File: src/rtl/canny_tile_seq.sv
// Tile sequencer for the Canny edge core: clears the core, streams one 20x20 tile
// in as 80 five-lane beats, collects the 18x18 serial edge bitmap, repeats per tile.

module canny_tile_lane #(
  parameter int PIX_W = 5
) (
  input  logic             clk,
  input  logic             reset,
  input  logic             load,
  input  logic [PIX_W-1:0] d,
  output logic [PIX_W-1:0] q
);
  always_ff @(posedge clk) begin
    if (reset)     q <= '0;
    else if (load) q <= d;
  end
endmodule

module canny_tile_seq #(
  parameter int PIX_W      = 5,
  parameter int LANES      = 5,
  parameter int LOAD_BEATS = 80,
  parameter int OUT_PIX    = 324,
  parameter int CLR_CYCLES = 1,
  parameter int TIMEOUT    = 1024
) (
  input  logic                   clk,
  input  logic                   reset,
  input  logic                   start,
  input  logic [7:0]             num_tiles,
  input  logic                   src_valid,
  input  logic [LANES*PIX_W-1:0] src_data,
  output logic                   src_ready,
  output logic [LANES*PIX_W-1:0] core_pixel,
  output logic                   core_en,
  output logic                   core_load_end,
  output logic                   core_clear,
  input  logic                   core_readable,
  input  logic                   core_edge,
  output logic                   edge_valid,
  output logic                   edge_data,
  output logic                   edge_last,
  output logic [7:0]             tile_idx,
  output logic                   busy,
  output logic                   done,
  output logic                   err_unexp,
  output logic                   err_timeout
);
  localparam int BEAT_W = $clog2(LOAD_BEATS);
  localparam int OUT_W  = $clog2(OUT_PIX + 1);
  localparam int IDLE_W = $clog2(TIMEOUT + 1);
  localparam int CLR_W  = (CLR_CYCLES > 1) ? $clog2(CLR_CYCLES) : 1;

  typedef enum logic [2:0] {S_IDLE, S_CLEAR, S_LOAD, S_DRAIN, S_DONE} state_t;

  state_t              state;
  logic [7:0]          tiles_q;
  logic [BEAT_W-1:0]   beat_cnt;
  logic [OUT_W-1:0]    out_cnt;
  logic [IDLE_W-1:0]   idle_cnt;
  logic [CLR_W-1:0]    clr_cnt;
  logic                drain_fin;
  logic                beat_acc;

  logic [LANES-1:0][PIX_W-1:0] src_lanes, pix_q;

  assign src_lanes  = src_data;
  assign core_pixel = pix_q;
  assign beat_acc   = (state == S_LOAD) & src_valid & src_ready;

  // Lane registers only load on an accepted beat, so core_pixel holds across gaps.
  for (genvar k = 0; k < LANES; k++) begin : g_lane
    canny_tile_lane #(.PIX_W(PIX_W)) u_lane (
      .clk   (clk),
      .reset (reset),
      .load  (beat_acc),
      .d     (src_lanes[k]),
      .q     (pix_q[k])
    );
  end

  always_ff @(posedge clk) begin
    if (reset) begin
      state         <= S_IDLE;
      tiles_q       <= '0;
      beat_cnt      <= '0;
      out_cnt       <= '0;
      idle_cnt      <= '0;
      clr_cnt       <= '0;
      drain_fin     <= 1'b0;
      src_ready     <= 1'b0;
      core_en       <= 1'b0;
      core_load_end <= 1'b0;
      core_clear    <= 1'b0;
      edge_valid    <= 1'b0;
      edge_data     <= 1'b0;
      edge_last     <= 1'b0;
      tile_idx      <= '0;
      busy          <= 1'b0;
      done          <= 1'b0;
      err_unexp     <= 1'b0;
      err_timeout   <= 1'b0;
    end else begin
      core_en    <= 1'b0;
      edge_valid <= 1'b0;
      edge_last  <= 1'b0;
      done       <= 1'b0;

      case (state)
        S_IDLE: begin
          busy <= 1'b0;
          if (start) begin
            tiles_q     <= num_tiles;
            err_unexp   <= 1'b0;
            err_timeout <= 1'b0;
            tile_idx    <= '0;
            busy        <= 1'b1;
            if (num_tiles == 8'd0) begin
              state <= S_DONE;
            end else begin
              state      <= S_CLEAR;
              core_clear <= 1'b1;
              clr_cnt    <= '0;
              beat_cnt   <= '0;
              out_cnt    <= '0;
              idle_cnt   <= '0;
              drain_fin  <= 1'b0;
            end
          end
        end

        S_CLEAR: begin
          if (clr_cnt == CLR_W'(CLR_CYCLES - 1)) begin
            core_clear <= 1'b0;
            src_ready  <= 1'b1;
            state      <= S_LOAD;
          end else begin
            clr_cnt <= clr_cnt + 1'b1;
          end
        end

        S_LOAD: begin
          if (beat_acc) begin
            core_en  <= 1'b1;
            beat_cnt <= beat_cnt + 1'b1;
            if (beat_cnt == BEAT_W'(LOAD_BEATS - 1)) begin
              core_load_end <= 1'b1;
              src_ready     <= 1'b0;
              state         <= S_DRAIN;
            end
          end
        end

        S_DRAIN: begin
          // One settle cycle after the final bit so CLEAR begins after edge_last is seen.
          if (drain_fin) begin
            drain_fin <= 1'b0;
            if (tile_idx + 8'd1 == tiles_q) begin
              state <= S_DONE;
            end else begin
              tile_idx   <= tile_idx + 8'd1;
              state      <= S_CLEAR;
              core_clear <= 1'b1;
              clr_cnt    <= '0;
              beat_cnt   <= '0;
              out_cnt    <= '0;
              idle_cnt   <= '0;
            end
          end else if (core_readable) begin
            edge_valid <= 1'b1;
            edge_data  <= core_edge;
            out_cnt    <= out_cnt + 1'b1;
            idle_cnt   <= '0;
            if (out_cnt == OUT_W'(OUT_PIX - 1)) begin
              edge_last     <= 1'b1;
              core_load_end <= 1'b0;
              drain_fin     <= 1'b1;
            end
          end else if (idle_cnt == IDLE_W'(TIMEOUT - 1)) begin
            err_timeout   <= 1'b1;
            core_load_end <= 1'b0;
            state         <= S_DONE;
          end else begin
            idle_cnt <= idle_cnt + 1'b1;
          end
        end

        S_DONE: begin
          done  <= 1'b1;
          state <= S_IDLE;
        end

        default: state <= S_IDLE;
      endcase

      // Stray readable outside DRAIN is flagged and dropped; placed last so it
      // wins over the clear performed by a same-cycle start.
      if (core_readable && state != S_DRAIN) err_unexp <= 1'b1;
    end
  end

endmodule

File: config.mk
export PLATFORM = sky130hd
export DESIGN_NAME = canny_tile_seq
export DESIGN_NICKNAME = d
export VERILOG_FILES = /design/src/rtl/canny_tile_seq.sv
export SDC_FILE = /design/constraint.sdc
export NUM_CORES = 1
export LEC_CHECK = 0
export BUFFER_PORTS_ARGS = -buffer_cell sky130_fd_sc_hd__buf_4
export CELL_PAD_IN_SITES_DETAIL_PLACEMENT = 0
export CELL_PAD_IN_SITES_GLOBAL_PLACEMENT = 1
export CORE_MARGIN = 5
export CORE_UTILIZATION = 30
export DETAILED_ROUTE_END_ITERATION = 12
export PLACE_DENSITY = 0.58
export SLEW_MARGIN = 10
export SYNTH_ARGS = -nofsm -noshare
export SYNTH_HDL_FRONTEND = slang
export SYNTH_SLANG_ARGS = --single-unit
File: constraint.sdc
create_clock -name clk -period 4.4 [get_ports clk]
set_clock_uncertainty 0.2 [all_clocks]
set_input_delay 0.88 -clock clk [delete_from_list [all_inputs] [get_ports clk]]
set_output_delay 0.88 -clock clk [all_outputs]
set_load 0.005 [all_outputs]
==> flow_summary.toml <==
[die]
die_x_um = 125
die_h_um = 125
coreArea_mm2 = 0.0131
rows = 42
pin_count = 83
start_util_pct = 30.4
die_area_mm2 = 0.0157

[global_routing]
antenna_found_initial = 0
grt_pass1_vias = 3582
grt_pass1_wl_mm = 18.7
grtUsageTotal_pct = 14.8
grt_max_degree = 63
grt-ovfl-total = 0

[synth]
syn_nets = 534
yosysUniqueCellTypes = 68
ys_ff_latch = 83
async_flop_share_pct = 0
synth_edf_count = 0
netlist_area_mm2 = 0.00400
synth_warnings = 0
syn_area_per_cell_um2 = 8.14
synthCells = 491
ys_seq_area_share_pct = 41.6
synth_ff_type = "dfxtp_1"

[drt]
wl_mm = 11.6
dr.pass1.iters = 4
vias = 3709
drc = 0
wl_per_cell_um = 15.8
ant_nets = 0
via_per_inst = 5.07
drt_iter0_drc = 270

[timing]
final.min_clock_period_ps = 3020
relSlewSlack_pct = 50.8
hold_violations = 0
tightest_slew_ps = 733
setup_violations = 0
tns_ps = 0
slew_viol_final = 0
fmax_ghz = 0.331
final_min_period_over_clock_period_pct = 68.7
rsz0062_at_grt = "false"

[cts]
cts-resized-gates = 0
cts_tree = "done"
cts_made_buffers = 9
clock_sinks = 83
postCtsSetupRepairBufs = 0
cts.path.max_buffers = 2
cts_root_buf = "clkbuf_16"
htree_levels = 3
clkTransAtPathRegs_ps = 60
hold_buffers = 0
clkLatencyLatePin_ps = 340

[power_and_ir_drop]
power_leakage_nw = 1.78
vdd_ir_drop_max_mv = 0.168
power.density_mw_per_mm2 = 367

[setup_path]
end_kind = "register"
critPathLaunchType = "register"
crit_path_max_fanout = 19
slowest_stage = "or4_1"
cp.required_ps = 4470
cp_slowest_stage_delay_ps = 530
worstPathArrival_ps = 3090
path_cells = "nor3_2 -> nand2_1 -> a21o_1 -> or2_1 -> or4_1 -> a21oi_1"
timing_worst_setup_path_type = "register to register"

[cells_and_area]
layout_common_cells = "buf_4, dfxtp_1, nand2_1, a21oi_1, nand3_1"
area_delta_synth_final_pct = 24.4
layout-drive-gt1-share_pct = 20.9
antennaDiodeCount = 0
final_nets = 595
stdcell_area_mm2 = 0.00497
mostFrequentLayoutCell = "buf_4"
layout.cells.non_filler = 731

[run]
drv_cap = 0

[placed_design]
place_inst = 717
hpwl_mm = 8.01
port_buffers = 82
placed_cell_area_mm2 = 0.00467
routabilityCongestion = 0.753

[run_status]
outcome = "completed"

[hold_path]
hold_class = "register to register"
## cell usage after synthesis (all sizes together) (2+ instances only)
cell type / count / area [um2]
dfxtp: 83 / 1660
nand2: 80 / 303
a21oi: 78 / 390
nand3: 30 / 150
nor2: 26 / 97.6
buf: 19 / 121
clkbuf: 16 / 60.1
nor3: 15 / 90.1
o31ai: 15 / 118
o21ai: 13 / 68.8
or4: 13 / 97.6
or3: 9 / 56.3
and3: 8 / 55.1
a31oi: 6 / 52.6
inv: 6 / 22.5
nor4: 6 / 58.8
a211oi: 4 / 35.0
and4: 4 / 37.5
ha: 4 / 50.1
nand4: 4 / 25.0
xnor2: 4 / 35.0
xor2: 4 / 35.0
a31o: 3 / 26.3
nand2b: 3 / 18.8
nor2b: 3 / 26.3
o41ai: 3 / 26.3
or2: 3 / 18.8
a211o: 2 / 17.5
a311oi: 2 / 23.8
and2: 2 / 12.5
nand4b: 2 / 17.5
o21bai: 2 / 15.0
or3b: 2 / 20.0
or4b: 2 / 20.0
## cells by family (layout without fill, tap and decap cells)
family	count (synthesis)	count (layout)	share of synthesized area, %
and+or+nand+nor	216	216	28.5
AOI/OAI and AO/OA	139	139	21.8
DFF	83	83	41.6
buffers and inverters	41	105	5.10
xor gates and xnor gates	8	8	1.75
adders and majority gates	4	4	1.25
## flip-flops by register name, indices dropped and copies added, names as in the netlist, 3 cells and up
signal / count
g_lane.u_lane.q: 25
idle_cnt: 11
out_cnt: 9
tile_idx: 8
tiles_q: 8
beat_cnt: 7
state: 3
## worst max-delay path: cells and delay by family, from the launching register on
kind             cells  cell delay, ps
AO/OA/AOI/OAI        2             520
flip-flops           1             460
AND/OR/NAND/NOR      4            1770
## per-stage QoR
| step | hold WS [ps] | power, W | utilization, % | setup WS [ps] |
|---|---|---|---|---|
| after floorplan | 240 | 0.000966 | - | 1690 |
| after global placement | 243 | 0.00105 | 35.6 | 1330 |
| after detailed placement | 248 | 0.00105 | 35.6 | 1270 |
| after CTS | 256 | 0.00185 | 37.8 | 1350 |
| after global routing | 275 | 0.00191 | 37.8 | 1060 |
| final | 258 | 0.00182 | 37.8 | 1380 |
## report_power, final
group | leakage, nW | total (W) | internal (W) | switching [W]
clock network | 0.145 | 0.000791 | 0.000490 | 0.000301
logic | 0.961 | 0.000228 | 0.0000906 | 0.000137
registers | 0.671 | 0.000806 | 0.000776 | 0.0000299
total | 1.78 | 0.00182 | 0.00136 | 0.000468
## path summary, 6_finish.rpt
check / from / endpoint / slack (ps) / depth (start not counted)
min reg2reg: g_lane[3].u_lane.q[0]$_SDFFE_PP0P_ / g_lane[3].u_lane.q[0]$_SDFFE_PP0P_ / 260 / 2
min: g_lane[3].u_lane.q[0]$_SDFFE_PP0P_ / g_lane[3].u_lane.q[0]$_SDFFE_PP0P_ / 260 / 2
max reg2reg: state[0]$_SDFFE_PP0P_ / idle_cnt[8]$_SDFFE_PP0P_ / 1380 / 6
max: state[0]$_SDFFE_PP0P_ / idle_cnt[8]$_SDFFE_PP0P_ / 1380 / 6
## final cells by class
type / count / area (um2)
clock buffers: 11 / 233
clock inverters: 3 / 65.1
fillers: 1383 / 8170
inverters: 6 / 22.5
multi-input cells: 367 / 2130
flip-flops and latches: 83 / 1660
well taps: 176 / 220
repair buffers: 85 / 638
## per-layer routing
| layer | vias to the layer above | part of all wire [%] | global-route usage, % |
|---|---|---|---|
| met1 | 1737 | 49 | 19.5 |
| met3 | 12 | 4.0 | 3.92 |
| met2 | 57 | 45 | 23.1 |
| met5 | - | 0 | 0 |
| met4 | 0 | 1.6 | 5.68 |
| li1 | 1903 | - | - |
Power figures use the tool's default switching activity.
